**config.mk**
```make
export PLATFORM = sky130hd
export DESIGN_NAME = trena_controle_medicao_flat
export DESIGN_NICKNAME = d
export VERILOG_FILES = /design/src/rtl/trena_pkg.sv /design/src/rtl/trena_controle_medicao_if.sv /design/src/rtl/trena_controle_medicao_sincronizador.sv /design/src/rtl/trena_controle_medicao.sv /design/src/flat_wrapper.sv
export SDC_FILE = /design/constraint.sdc
export NUM_CORES = 1
export LEC_CHECK = 0
export ABC_AREA = 1
export CORE_MARGIN = 5
export CORE_UTILIZATION = 60
export CTS_CLUSTER_SIZE = 16
export DETAILED_ROUTE_END_ITERATION = 6
export PLACE_DENSITY = 0.9
export SYNTH_ARGS = -nofsm -noshare
export SYNTH_HDL_FRONTEND = slang
export SYNTH_SLANG_ARGS = --single-unit
```
**constraint.sdc**
```tcl
create_clock -name clock -period 2.4 [get_ports clock]
set_input_delay 0.24 -clock clock [delete_from_list [all_inputs] [get_ports clock]]
set_output_delay 0.24 -clock clock [all_outputs]
set_load 0.05 [all_outputs]
```
**src/rtl/trena_pkg.sv**
```systemverilog
// Shared definitions for the tape-measure control unit: state codes,
// character-select codes and default timing constants.
package trena_pkg;

  typedef enum logic [3:0] {
    INICIAL     = 4'h0,
    PREPARA     = 4'h1,
    TRIGGER     = 4'h2,
    ESPERA_ECHO = 4'h3,
    MEDE        = 4'h4,
    ARMAZENA    = 4'h5,
    TRANSMITE   = 4'h6,
    ESPERA_TX   = 4'h7,
    PROX_CHAR   = 4'h8,
    FINAL       = 4'h9,
    INTERVALO   = 4'hA,
    ERRO        = 4'hE
  } estado_t;

  localparam logic [1:0] CHAR_CENTENA = 2'd0;
  localparam logic [1:0] CHAR_DEZENA  = 2'd1;
  localparam logic [1:0] CHAR_UNIDADE = 2'd2;
  localparam logic [1:0] CHAR_HASH    = 2'd3;

  localparam int unsigned TRIGGER_CICLOS_PADRAO    = 500;
  localparam int unsigned TIMEOUT_CICLOS_PADRAO    = 1500000;
  localparam int unsigned INTERVALO_CICLOS_PADRAO  = 5000000;
  localparam int unsigned TX_TIMEOUT_CICLOS_PADRAO = 100000;

endpackage

```
**src/rtl/trena_controle_medicao_if.sv**
```systemverilog
// Control/datapath handshake bundle of the tape-measure control unit.
// master = control unit side, slave = datapath / sensor / serial TX side.
interface trena_controle_medicao_if;
  logic       mensurar;
  logic       periodico;
  logic       echo;
  logic       tx_pronto;
  logic       zera;
  logic       trigger;
  logic       conta;
  logic       registra;
  logic       partida_tx;
  logic [1:0] sel_char;
  logic       pronto;
  logic       erro;
  logic [3:0] db_estado;

  modport master (
    input  mensurar, periodico, echo, tx_pronto,
    output zera, trigger, conta, registra, partida_tx, sel_char,
           pronto, erro, db_estado
  );

  modport slave (
    output mensurar, periodico, echo, tx_pronto,
    input  zera, trigger, conta, registra, partida_tx, sel_char,
           pronto, erro, db_estado
  );
endinterface

```
**src/rtl/trena_controle_medicao_sincronizador.sv**
```systemverilog
// Two-flop synchronizer for the asynchronous sensor echo; clears to 0 on reset.
module sincronizador_2ff (
  input  logic clock,
  input  logic reset,
  input  logic i_d,
  output logic o_q
);
  logic r_s1;
  logic r_s2;

  always_ff @(posedge clock or negedge reset) begin
    if (!reset) begin
      r_s1 <= 1'b0;
      r_s2 <= 1'b0;
    end else begin
      r_s1 <= i_d;
      r_s2 <= r_s1;
    end
  end

  assign o_q = r_s2;
endmodule

```
**src/rtl/trena_controle_medicao.sv**
```systemverilog
// Measurement sequencer: trigger, echo timing with timeout, result latch and
// four-character serial report. Optional TX watchdog: TRENA_TX_WATCHDOG_EN.
module trena_controle_medicao
  import trena_pkg::*;
#(
  parameter int unsigned TRIGGER_CICLOS    = TRIGGER_CICLOS_PADRAO,
  parameter int unsigned TIMEOUT_CICLOS    = TIMEOUT_CICLOS_PADRAO,
  parameter int unsigned INTERVALO_CICLOS  = INTERVALO_CICLOS_PADRAO,
  parameter int unsigned TX_TIMEOUT_CICLOS = TX_TIMEOUT_CICLOS_PADRAO
) (
  input  logic                      clock,
  input  logic                      reset,
  trena_controle_medicao_if.master  bus
);

`ifdef TRENA_TX_WATCHDOG_EN
  localparam bit WATCHDOG_TX = 1'b1;
`else
  localparam bit WATCHDOG_TX = 1'b0;
`endif

  localparam logic [31:0] L_TRIG_FIM = 32'(TRIGGER_CICLOS - 1);
  localparam logic [31:0] L_TO_FIM   = 32'(TIMEOUT_CICLOS - 1);
  localparam logic [31:0] L_INT_FIM  = 32'(INTERVALO_CICLOS - 1);
  localparam logic [31:0] L_TX_FIM   = 32'(TX_TIMEOUT_CICLOS - 1);

  estado_t     r_estado;
  estado_t     w_prox;
  logic [31:0] r_cnt;
  logic        w_echo_s;
  logic        r_zera;
  logic        r_trigger;
  logic        r_conta;
  logic        r_registra;
  logic        r_partida_tx;
  logic        r_pronto;
  logic        r_erro;
  logic [1:0]  r_sel_char;

  sincronizador_2ff u_sinc_echo (
    .clock (clock),
    .reset (reset),
    .i_d   (bus.echo),
    .o_q   (w_echo_s)
  );

  always_comb begin
    w_prox = r_estado;
    case (r_estado)
      INICIAL:     if (bus.mensurar) w_prox = PREPARA;
      PREPARA:     w_prox = TRIGGER;
      TRIGGER:     if (r_cnt == L_TRIG_FIM) w_prox = ESPERA_ECHO;
      ESPERA_ECHO: begin
        if (w_echo_s)               w_prox = MEDE;
        else if (r_cnt == L_TO_FIM) w_prox = ERRO;
      end
      MEDE: begin
        if (!w_echo_s)              w_prox = ARMAZENA;
        else if (r_cnt == L_TO_FIM) w_prox = ERRO;
      end
      ARMAZENA:    w_prox = TRANSMITE;
      TRANSMITE:   w_prox = ESPERA_TX;
      ESPERA_TX: begin
        if (bus.tx_pronto)
          w_prox = (r_sel_char == CHAR_HASH) ? FINAL : PROX_CHAR;
        else if (WATCHDOG_TX && (r_cnt == L_TX_FIM))
          w_prox = ERRO;
      end
      PROX_CHAR:   w_prox = TRANSMITE;
      FINAL,
      ERRO:        w_prox = bus.periodico ? INTERVALO : INICIAL;
      INTERVALO: begin
        if (!bus.periodico)          w_prox = INICIAL;
        else if (r_cnt == L_INT_FIM) w_prox = PREPARA;
      end
      default:     w_prox = INICIAL;
    endcase
  end

  // Outputs are decoded from the next state so they line up with r_estado.
  always_ff @(posedge clock or negedge reset) begin
    if (!reset) begin
      r_estado     <= INICIAL;
      r_cnt        <= '0;
      r_zera       <= 1'b0;
      r_trigger    <= 1'b0;
      r_conta      <= 1'b0;
      r_registra   <= 1'b0;
      r_partida_tx <= 1'b0;
      r_pronto     <= 1'b0;
      r_erro       <= 1'b0;
      r_sel_char   <= CHAR_CENTENA;
    end else begin
      r_estado     <= w_prox;
      r_cnt        <= (w_prox != r_estado) ? '0 : r_cnt + 32'd1;
      r_zera       <= (w_prox == PREPARA);
      r_trigger    <= (w_prox == TRIGGER);
      r_conta      <= (w_prox == MEDE);
      r_registra   <= (w_prox == ARMAZENA);
      r_partida_tx <= (w_prox == TRANSMITE);
      r_pronto     <= (w_prox == FINAL);
      if (w_prox == ERRO)
        r_erro <= 1'b1;
      else if (w_prox == PREPARA)
        r_erro <= 1'b0;
      if (w_prox == ARMAZENA)
        r_sel_char <= CHAR_CENTENA;
      else if (w_prox == PROX_CHAR)
        r_sel_char <= r_sel_char + 2'd1;
    end
  end

  assign bus.zera       = r_zera;
  assign bus.trigger    = r_trigger;
  assign bus.conta      = r_conta;
  assign bus.registra   = r_registra;
  assign bus.partida_tx = r_partida_tx;
  assign bus.sel_char   = r_sel_char;
  assign bus.pronto     = r_pronto;
  assign bus.erro       = r_erro;
  assign bus.db_estado  = r_estado;

endmodule

```
**src/flat_wrapper.sv**
```systemverilog
// flat-port wrapper written by rule: the top's interface ports become plain ports
module trena_controle_medicao_flat import trena_pkg::*;
#(
  parameter int unsigned TRIGGER_CICLOS    = TRIGGER_CICLOS_PADRAO,
  parameter int unsigned TIMEOUT_CICLOS    = TIMEOUT_CICLOS_PADRAO,
  parameter int unsigned INTERVALO_CICLOS  = INTERVALO_CICLOS_PADRAO,
  parameter int unsigned TX_TIMEOUT_CICLOS = TX_TIMEOUT_CICLOS_PADRAO
)
  (clock, reset, bus_mensurar, bus_periodico, bus_echo, bus_tx_pronto, bus_zera, bus_trigger, bus_conta, bus_registra, bus_partida_tx, bus_sel_char, bus_pronto, bus_erro, bus_db_estado);
  trena_controle_medicao_if bus_i ();
  input  logic clock;
  input  logic reset;
  input wire logic [$bits(bus_i.mensurar)-1:0] bus_mensurar;
  input wire logic [$bits(bus_i.periodico)-1:0] bus_periodico;
  input wire logic [$bits(bus_i.echo)-1:0] bus_echo;
  input wire logic [$bits(bus_i.tx_pronto)-1:0] bus_tx_pronto;
  output wire logic [$bits(bus_i.zera)-1:0] bus_zera;
  output wire logic [$bits(bus_i.trigger)-1:0] bus_trigger;
  output wire logic [$bits(bus_i.conta)-1:0] bus_conta;
  output wire logic [$bits(bus_i.registra)-1:0] bus_registra;
  output wire logic [$bits(bus_i.partida_tx)-1:0] bus_partida_tx;
  output wire logic [$bits(bus_i.sel_char)-1:0] bus_sel_char;
  output wire logic [$bits(bus_i.pronto)-1:0] bus_pronto;
  output wire logic [$bits(bus_i.erro)-1:0] bus_erro;
  output wire logic [$bits(bus_i.db_estado)-1:0] bus_db_estado;
  assign bus_i.mensurar = bus_mensurar;
  assign bus_i.periodico = bus_periodico;
  assign bus_i.echo = bus_echo;
  assign bus_i.tx_pronto = bus_tx_pronto;
  assign bus_zera = bus_i.zera;
  assign bus_trigger = bus_i.trigger;
  assign bus_conta = bus_i.conta;
  assign bus_registra = bus_i.registra;
  assign bus_partida_tx = bus_i.partida_tx;
  assign bus_sel_char = bus_i.sel_char;
  assign bus_pronto = bus_i.pronto;
  assign bus_erro = bus_i.erro;
  assign bus_db_estado = bus_i.db_estado;
  trena_controle_medicao #(.TRIGGER_CICLOS(TRIGGER_CICLOS), .TIMEOUT_CICLOS(TIMEOUT_CICLOS), .INTERVALO_CICLOS(INTERVALO_CICLOS), .TX_TIMEOUT_CICLOS(TX_TIMEOUT_CICLOS)) u_core (.clock(clock), .reset(reset), .bus(bus_i));
endmodule
```
### After elaboration in Yosys (flattened, before gate mapping)

Cells that the tools add are included.

| cells by class | value |
|---|---|
| eq/ne operators | 24 |
| magnitude comparators | 0 |
| shifts and indexed selects | 0 |
| divide/modulo/power cells | 0 |
| reductions and logical operators | 5 |
| $add $sub $neg | 2 |
| multipliers | 0 |
| bitwise operators | 0 |
| muxes and demuxes | 16 |

Operators with widths:

| operator | number |
|---|---|
| case mux 4 bit (10 select lines) | 1 |
| two-way mux 4 bit | 9 |
| adder 32 x 1 -> 32 bit (second input constant) | 1 |
| equality test 32 x 21 -> 1 bit (second input constant) | 1 |
| equality test 32 x 23 -> 1 bit (second input constant) | 1 |
| equality test 32 x 9 -> 1 bit (second input constant) | 1 |
| two-way mux 32 bit | 1 |
| equality test 4 x 3 -> 1 bit (second input constant) | 7 |
| equality test 4 bit (second input constant) | 7 |
| equality test 4 x 2 -> 1 bit (second input constant) | 3 |
| equality test 4 x 1 -> 1 bit (second input constant) | 2 |
| zero test 4 bit | 1 |
| two-way mux 2 bit | 2 |
| inequality test 4 bit | 1 |
| nonzero test 2 bit | 2 |
| OR reduction 2 bit | 2 |
| two-way mux 1 bit | 3 |
| adder 2 x 1 -> 2 bit (second input constant) | 1 |
| equality test 2 bit (second input constant) | 1 |

| word-level totals | value |
|---|---|
| register bits | 47 |
| bits in writable memories | 0 |
| ROM bits | 0 |
| memories kept | 0 |
| output and inout bits | 13 |
| word-level logic and storage cells | 59 |
| bits in latches | 0 |

### Logic depth before layout (Yosys ltp)

Gate-level depths: netlist (run 1).

| depth | value |
|---|---|
| depth in word-level cells | 7 |
| mapped depth | 16 |
| mapped depth without buffers | 15 |

### By module

Synthesis (run 1) repeated with hierarchy kept, for this count alone.

| second synthesis, totals | value |
|---|---|
| cell total of the unflattened synthesis | 404 |
| area, all modules | 3059.2 µm² |

Modules (own cells, without submodules):

| module | seq. area each (µm²) | area each (µm²) | cells each | instances |
|---|---|---|---|---|
| trena_controle_medicao | 1126.1 | 3009.1 | 402 | 1 |
| sincronizador_2ff | 50.0 | 50.0 | 2 | 1 |

### Worst setup path after synthesis (run 1)

Ideal clock, no wire load.

| path | value |
|---|---|
| kind | register to register |
| from | reg u_core.r_estado[3], in the netlist u_core.bus.db_estado[3] |
| to | reg u_core.r_cnt[18] |
| stages on the path, launching flop included | 15 |
| clock period less this slack | 2106 ps |
| arrival | 1978 ps |
| slack | 294 ps |
| required time | 2272 ps |
| buffers on the path | 1 |
| library setup time | 128 ps |
| path through | dfrtp_1 > inv_2 > nor2_1 > nand2_1 > nor2_2 > nand3_1 > nand2_1 > nor2_2 > nand2_1 > nand2_1 > nand2_1 > inv_2 > nand2_4 > buf_12 > nor2_4 |

| on the way | value |
|---|---|
| cells in the longest elaborated chain, start to end | 5 |
| elaborated cells on any way between the ends | 25 |
| those cells by class | eq/ne: 12; mux: 10; reduce/logical: 3 |

RTL lines:

| item | RTL line | RTL |
|---|---|---|
| start, declared | trena_controle_medicao.sv:27 | `estado_t r_estado;` |
| start signal, assigned | trena_controle_medicao.sv:94 | `r_estado <= w_prox;` |
| equality test 4 bit (tied with other cells) | trena_controle_medicao.sv:49 | `case (r_estado)` |
| OR reduction 2 bit (tied with other cells) | trena_controle_medicao.sv:49 |  |
| case mux 4 bit (10 select lines) | trena_controle_medicao.sv:49 |  |
| inequality test 4 bit (*) | trena_controle_medicao.sv:95 | `r_cnt <= (w_prox != r_estado) ? '0 : r_cnt + 32'd1;` |
| two-way mux 32 bit (*) | trena_controle_medicao.sv:95 |  |
| end signal, assigned | trena_controle_medicao.sv:95 |  |
| end, declared | trena_controle_medicao.sv:29 | `logic [31:0] r_cnt;` |

Mark *: on every way between the ends. The rest lies on a longest branch, timed or not.
A chain may end at the register's enable or synchronous reset.

### Worst setup path after layout (run 1)

| path | value |
|---|---|
| from | reg u_core.r_cnt[0] |
| to | reg u_core.r_cnt[31] |

| on the way | value |
|---|---|
| cells in the longest elaborated chain, start to end | 6 |
| elaborated cells on any way between the ends | 13 |
| those cells by class | add/sub: 1; eq/ne: 4; mux: 8 |

RTL lines:

| item | RTL line |
|---|---|
| equality test 32 x 23 -> 1 bit or equality test 32 x 21 -> 1 bit (tied branches) | trena_controle_medicao.sv:74, trena_controle_medicao.sv:55, trena_controle_medicao.sv:59 |
| two-way mux 4 bit (on tied branches) | trena_controle_medicao.sv:74, trena_controle_medicao.sv:55, trena_controle_medicao.sv:59 |
| two-way mux 4 bit (on tied branches) | trena_controle_medicao.sv:73, trena_controle_medicao.sv:54, trena_controle_medicao.sv:58 |
| case mux 4 bit (10 select lines) | trena_controle_medicao.sv:49 |
| inequality test 4 bit | trena_controle_medicao.sv:95 |
| two-way mux 32 bit (*) | trena_controle_medicao.sv:95 |

Marked as above.

==> results of run 1 <==
==> power groups by stage <==
stage | logic, µW | registers (µW) | clock network (µW)
finish | 1570 | 945 | 587
global route | 1680 | 956 | 644
CTS | 1560 | 940 | 601
detailed placement | 1550 | 956 | 0
global placement | 1510 | 954 | 0
floorplan | 1060 | 1170 | 0
==> layout by cell type (no fill, tap or decap), types with 6 or more instances in the layout <==
cell and instances:
xor2_1 24, clkdlybuf4s50_1 17, nand4_1 9, inv_2 6, nand3_1 21, nand2_2 8, nor3_1 17, nand2_1 93
nor2_4 35, dfrtp_1 47, nor2_1 52, inv_1 44
==> worst max-delay path: cells and delay by family, from the launching register on <==
family                     cells  cell delay, ns
adders and majority gates      1            0.22
buffers and inverters          2            0.25
DFF                            1            0.38
and+or+nand+nor               13            1.32
==> cell usage after synthesis (all sizes together) <==
cell	number	area share [%]
xnor2	2	0.56
buf	3	1.9
nand3	22	3.9
nor4b	1	0.28
nor4	3	0.80
nand3b	3	0.72
nor3	17	2.7
or2	1	0.20
and3	2	0.44
nor2	91	20
ha	2	0.80
and2	1	0.20
o21ai	5	0.80
nand2	103	14
inv	50	6.0
xor2	24	6.7
a21oi	3	0.96
dfrtp	47	38
nand4	9	1.8
==> worst max path at each step <==
stage	from	end	slack [ns]	depth (start not counted)
after global routing	u_core.r_cnt[0]	u_core.r_cnt[31]	0.02	16
after CTS	u_core.r_cnt[0]	u_core.r_cnt[31]	0.11	16
final	u_core.r_cnt[0]	u_core.r_cnt[31]	0.17	16
after global placement	u_core.r_cnt[0]	u_core.r_cnt[31]	0.32	15
after detailed placement	u_core.r_cnt[0]	u_core.r_cnt[31]	0.19	15
after floorplan	u_core.bus.db_estado[3]	u_core.r_cnt[18]	0.29	14
==> final cells by class <==
type	instances	area share [%]
sequential	47	33.6
timing repair buffer	22	6.58
clock buffer	5	1.97
multi-input combinational	289	48.7
clock inverter	3	1.25
tap	70	2.50
inverter	50	5.36
==> logic make-up after synthesis <==
family	share of synthesized area, %
compound gates	1.76
flops	37.7
fa+ha+maj	0.802
simple gates	44.5
xor+xnor	7.30
buf+inv	7.94
==> metrics by stage <==
step / total power [µW] / hold WS [ns] / cells / util (%) / area, µm²
6_report: 3110 / 0.00874 / 486 / 69.0 / 3500
3_3_place_gp: 2460 / 0.333 / 478 / 66.6 / 3380
5_1_grt: 3280 / 0.0626 / 486 / 69.0 / 3500
4_1_cts: 3100 / 0.0343 / 486 / 68.8 / 3490
3_5_place_dp: 2510 / 0.341 / 478 / 66.6 / 3380
2_1_floorplan: 2230 / -0.0556 / 389 / - / 3120
==> flip-flops by register name, summed over array words and instances (netlist names) <==
signal / count
u_core.bus.erro: 1
u_core.bus.zera: 1
u_core.bus.db_estado: 4
u_core.bus.conta: 1
u_core.u_sinc_echo.o_q: 1
u_core.bus.pronto: 1
u_core.bus.sel_char: 2
u_core.bus.partida_tx: 1
u_core.bus.trigger: 1
u_core.r_cnt: 32
u_core.bus.registra: 1
u_core.u_sinc_echo.r_s1: 1
==> timing repair <==
action,in CTS,in global routing
buffers inserted,0,0
endpoints found under the hold margin,0,0
gates resized for setup,0,3
endpoints found under the setup margin,0,21
==> layer usage <==
layer  vias to the layer above  routed length, µm  track usage [%]
li1                       1261                  -                -
met1                      1227               2820             29.6
met2                        95               3330             36.8
met3                        17                346             4.12
met4                         0                167             9.14
met5                         -                  0                0
==> out/qor.yml, run 1 <==
die_x_um: 82.1
ant_nets: 0
ctsLongestPathBuffers: 2
num_rows: 26
status: "finished, final reports clean"
drc: 0
fin_worst_skew_ns: 0.00459
yosysSeqAreaShare_pct: 37.7
wl_per_cell_um: 13.7
maxSlewViolCount: 0
worstPathArrival_ns: 2.47
leakage_uw: 0.00152
critPathSlowestCell: "dfrtp_1"
diodes: 0
cts_tree: "built"
multi_input_area_um2: 1710
max_clock_freq_mhz: 448
routed_wl_mm: 6.66
critical_path.max_stage_delay_ns: 0.38
peakVddDrop_uv: 516
relSlewSlack_pct: 61.3
worstReg2RegEnd: "u_core.r_cnt[31]"
syn_inst: 389
rr_worst_depth: 16
max_cap_viol_count: 0
gp_congestion: 1.02
dr_total_vias: 2600
regArea_um2: 1180
start_util_pct: 61.5
seqPwrFrac_pct: 30.4
final.min_clock_period_ns: 2.23
comb_power_share_pct: 50.7
p_sw_share_pct: 47.4
synth_seq_cells: 47
insertion_delay_ns: 0.30
drive_gt1_share_pct: 18.0
die_area_um2: 6740
antenna_found_initial: 0
hold_viol_final: 0
crit_type: "flip-flop to flip-flop"
numCtsBuffers: 5
p_per_area_nw_per_um2: 887
clkPwrFrac_pct: 18.9
crit_chain: "ha_2 -> nand2_2 -> nor2_8 -> nand3_1 -> nor2_1 -> nand2_1 -> nand2_1 -> nand2_1 -> nor2_4 -> nand2_1 -> nand2_1 -> nand2_1 -> inv_2 -> nand2_4 -> buf_12 -> nor2_1"
reg2reg_slack_ns: 0.17
fp.dieH_um: 82.1
setup_violations: 0
synth.avg_cell_area_um2: 8.02
syn_nets: 397
ios: 19
internal_power_uw: 1630
crit_path_end_kind: "flip-flop"
worstPathRequired_ns: 2.64
cts-root-buf: "clkbuf_8"
drtIter0Drc: 283
area_growth_pct: 12.2
cts.htree.levels: 2
preCtsSetupSlack_ns: 0.188
cp-start-kind: "flip-flop"
ctsHoldBuffers: 0
nNetsFinal: 423
syn_area_um2: 3120
p_switching_uw: 1470
first_global_vias: 2555
yosys_warnings: 0
ys_types: 31
grt_pass1_wl_mm: 11.6
io_buffers: 18
firstDrtPassIters: 5
nFillCells: 406
core_area_um2: 5070
hp-class: "primary input to asynchronous set/reset pin"
place_hpwl_mm: 5.06
clock-sinks: 47
timing.final.crit_share_pct: 93.1
tightest_slew_ns: 0.581
grt_overflow: 0
rsz0062_at_grt: "no"
fin_ws_ns: 0.166
grt_max_degree: 48
r2r-start: "u_core.r_cnt[0]"
clk_pin_slew_ns: 0.09
cp_max_fo: 20
via_per_inst: 5.35
fin_tns_setup_ns: 0
grt.total_usage_pct: 22.5
timing.critical_path.mode_cell: "nand2_1"
Power figures use the tool's default switching activity.
==> inputs of run 2 (changes only) <==
- CORE_MARGIN: 5 -> 2
==> run 2 against run 1 <==
Effect of this change: the flow now finishes with violations (hold timing); largest power group unchanged; clock power fell by 13%; sequential power hardly changed; critical endpoint unchanged; register-to-register slack about the same; routed wire length down 3.1%; power is 2.3% lower; first-iteration DRC count is 0.71% lower; worst hold slack got worse by 0.013 ns; sequential share of layout area is essentially flat.
==> out/qor.yml, run 2 (same netlist as run 1, synthesis figures left out) <==
status: "finished, violations left"  # was finished, final reports clean
failed_checks: "hold timing"
drive_gt1_share_pct: 18.0  # unchanged
crit_path_end_kind: "flip-flop"  # unchanged
r2r-start: "u_core.bus.db_estado[1]"  # was u_core.r_cnt[0]
grt_pass1_wl_mm: 11.3  # was 11.6 mm
insertion_delay_ns: 0.31  # was 0.30 ns
worstReg2RegEnd: "u_core.r_cnt[31]"  # unchanged
clock-sinks: 47  # unchanged
cp_max_fo: 15  # was 20
dr_total_vias: 2583  # was 2600
cts_tree: "built"  # unchanged
p_per_area_nw_per_um2: 867  # was 887 nW/µm²
mostFrequentLayoutCells: "93 x nand2_1, 53 x nor2_1, 47 x dfrtp_1, 44 x inv_1, 35 x nor2_4"  # was 93 x nand2_1, 52 x nor2_1, 47 x dfrtp_1, 44 x inv_1, 35 x nor2_4
numCtsBuffers: 5  # unchanged
antenna_found_initial: 0  # unchanged
grt_max_degree: 48  # unchanged
cts_resized: 0  # unchanged
setup_violations: 0  # unchanged
fin_util_pct: 68.9  # was 69.0%
worstPathArrival_ns: 2.44  # was 2.47 ns
worstPathRequired_ns: 2.59  # was 2.64 ns
comb_power_share_pct: 52.1  # was 50.7%
firstDrtPassIters: 6  # was 5
io_buffers: 18  # unchanged
area_growth_pct: 12.1  # was 12.2%
stdcell_count: 486  # unchanged
fp.dieH_um: 76.1  # was 82.1 µm
rsz0062_at_grt: "no"  # unchanged
seqPwrFrac_pct: 31.1  # was 30.4%
p_switching_uw: 1470  # about the same
place_hpwl_mm: 4.90  # was 5.06 mm
holdWs_ns: -0.00420  # was 0.00874 ns
drtIter0Drc: 281  # was 283
gp_congestion: 0.999  # was 1.02
grt_overflow: 0  # unchanged
timing.final.crit_share_pct: 93.7  # was 93.1%
first_global_vias: 2472  # was 2555
leakage_uw: 0.00151  # was 0.00152 µW
die_x_um: 76.1  # was 82.1 µm
cts-root-buf: "clkbuf_8"  # unchanged
nNetsFinal: 423  # unchanged
routed_wl_mm: 6.45  # was 6.66 mm
post_cts_buffers: 0  # unchanged
largest-register: "u_core.r_cnt"  # unchanged
crit_type: "flip-flop to flip-flop"  # unchanged
tightest_slew_ns: 0.582  # was 0.581 ns
hold_viol_final: 3  # was 0
peakVddDrop_uv: 877  # was 516 µV
fin_tns_setup_ns: 0  # unchanged
largest_reg_flops: 32  # unchanged
grt.total_usage_pct: 24.1  # was 22.5%
max_cap_viol_count: 0  # unchanged
cts.htree.levels: 2  # unchanged
fin_worst_skew_ns: 0.00941  # was 0.00459 ns
ios: 19  # unchanged
max_clock_freq_mhz: 445  # was 448 MHz
hp-class: "primary input to asynchronous set/reset pin"  # unchanged
ctsHoldBuffers: 0  # unchanged
via_per_inst: 5.31  # was 5.35
relSlewSlack_pct: 61.2  # was 61.3%
die_area_um2: 5790  # was 6740 µm²
ctsLongestPathBuffers: 2  # unchanged
diodes: 0  # unchanged
p_sw_share_pct: 48.3  # was 47.4%
clkPwrFrac_pct: 16.8  # was 18.9%
maxSlewViolCount: 0  # unchanged
final.min_clock_period_ns: 2.25  # was 2.23 ns
num_rows: 26  # unchanged
start_util_pct: 61.5  # unchanged
wl_per_cell_um: 13.3  # was 13.7 µm
internal_power_uw: 1570  # was 1630 µW
rr_worst_depth: 15  # was 16
reg2reg_slack_ns: 0.15  # was 0.17 ns
ant_nets: 0  # unchanged
dp_cells: 478  # unchanged
final_common_cell: "nand2_1"  # unchanged
core_area_um2: 5070  # unchanged
cp-start-kind: "flip-flop"  # unchanged
clk_pin_slew_ns: 0.09  # about the same
drc: 0  # unchanged
[run 2: changes by cell type in the layout (fill, tap and decap cells not counted), sizes merged]
cell      before  now
bufinv         1    0
clkbuf         5    6
clkinv         2    1
clkinvlp       0    1
[run 2: how the worst max path moves through the flow]
stage | from | to | slack (ns) | cells after the start
finish | u_core.bus.db_estado[1] | u_core.r_cnt[31] | 0.15 | 15
global route | u_core.r_cnt[0] | u_core.r_cnt[26] | 0.005 | 11
CTS | u_core.r_cnt[0] | u_core.r_cnt[31] | 0.18 | 15
detailed placement | u_core.r_cnt[0] | u_core.r_cnt[26] | 0.20 | 11
global placement | u_core.r_cnt[0] | u_core.r_cnt[31] | 0.30 | 15
floorplan | u_core.bus.db_estado[3] | u_core.r_cnt[18] | 0.29 | 14
[run 2: metrics by stage]
step,total power (µW),area (µm²),setup slack [ns]
after floorplan,2230,3120,0.294
after CTS,3010,3480,0.176
after detailed placement,2490,3380,0.200
after global placement,2460,3380,0.300
final,3030,3500,0.152
after global routing,3200,3500,0.00508
[run 2: critical path, stage by stage (launching register included)]
cell and delay (ns):
dfrtp_1 0.47, nor2_1 0.21, inv_1 0.07, nor2_2 0.23
nand2_2 0.14, nand3b_1 0.11, nor2_1 0.06, nand2_1 0.14
nor2_4 0.05, nand2_1 0.05, nand2_1 0.05, nand2_1 0.07
inv_2 0.05, nand2_4 0.12, buf_12 0.22, nor2_1 0.07
[run 2: power groups by stage]
stage          logic, µW  clock network [µW]  registers, µW
6_report            1580                 509            944
3_5_place_dp        1540                   0            956
5_1_grt             1690                 549            956
3_3_place_gp        1510                   0            950
2_1_floorplan       1060                   0           1170
4_1_cts             1550                 522            940
[run 2: cell type report]
class	instances	area (µm²)
Sequential cell	47	1180
Timing Repair Buffer	22	230
Clock buffer	6	82.6
Tap cell	70	87.6
Multi-Input combinational cell	289	1720
Clock inverter	2	16.3
Fill cell	413	1580
Inverter	50	188
[run 2: routing by layer]
| metal | share of wire, % | vias up | track usage, % |
|---|---|---|---|
| li1 | - | 1263 | - |
| met1 | 44 | 1194 | 34.0 |
| met2 | 47 | 107 | 37.3 |
| met3 | 7.8 | 19 | 5.21 |
| met4 | 1.7 | 0 | 7.64 |
| met5 | 0 | - | 0 |
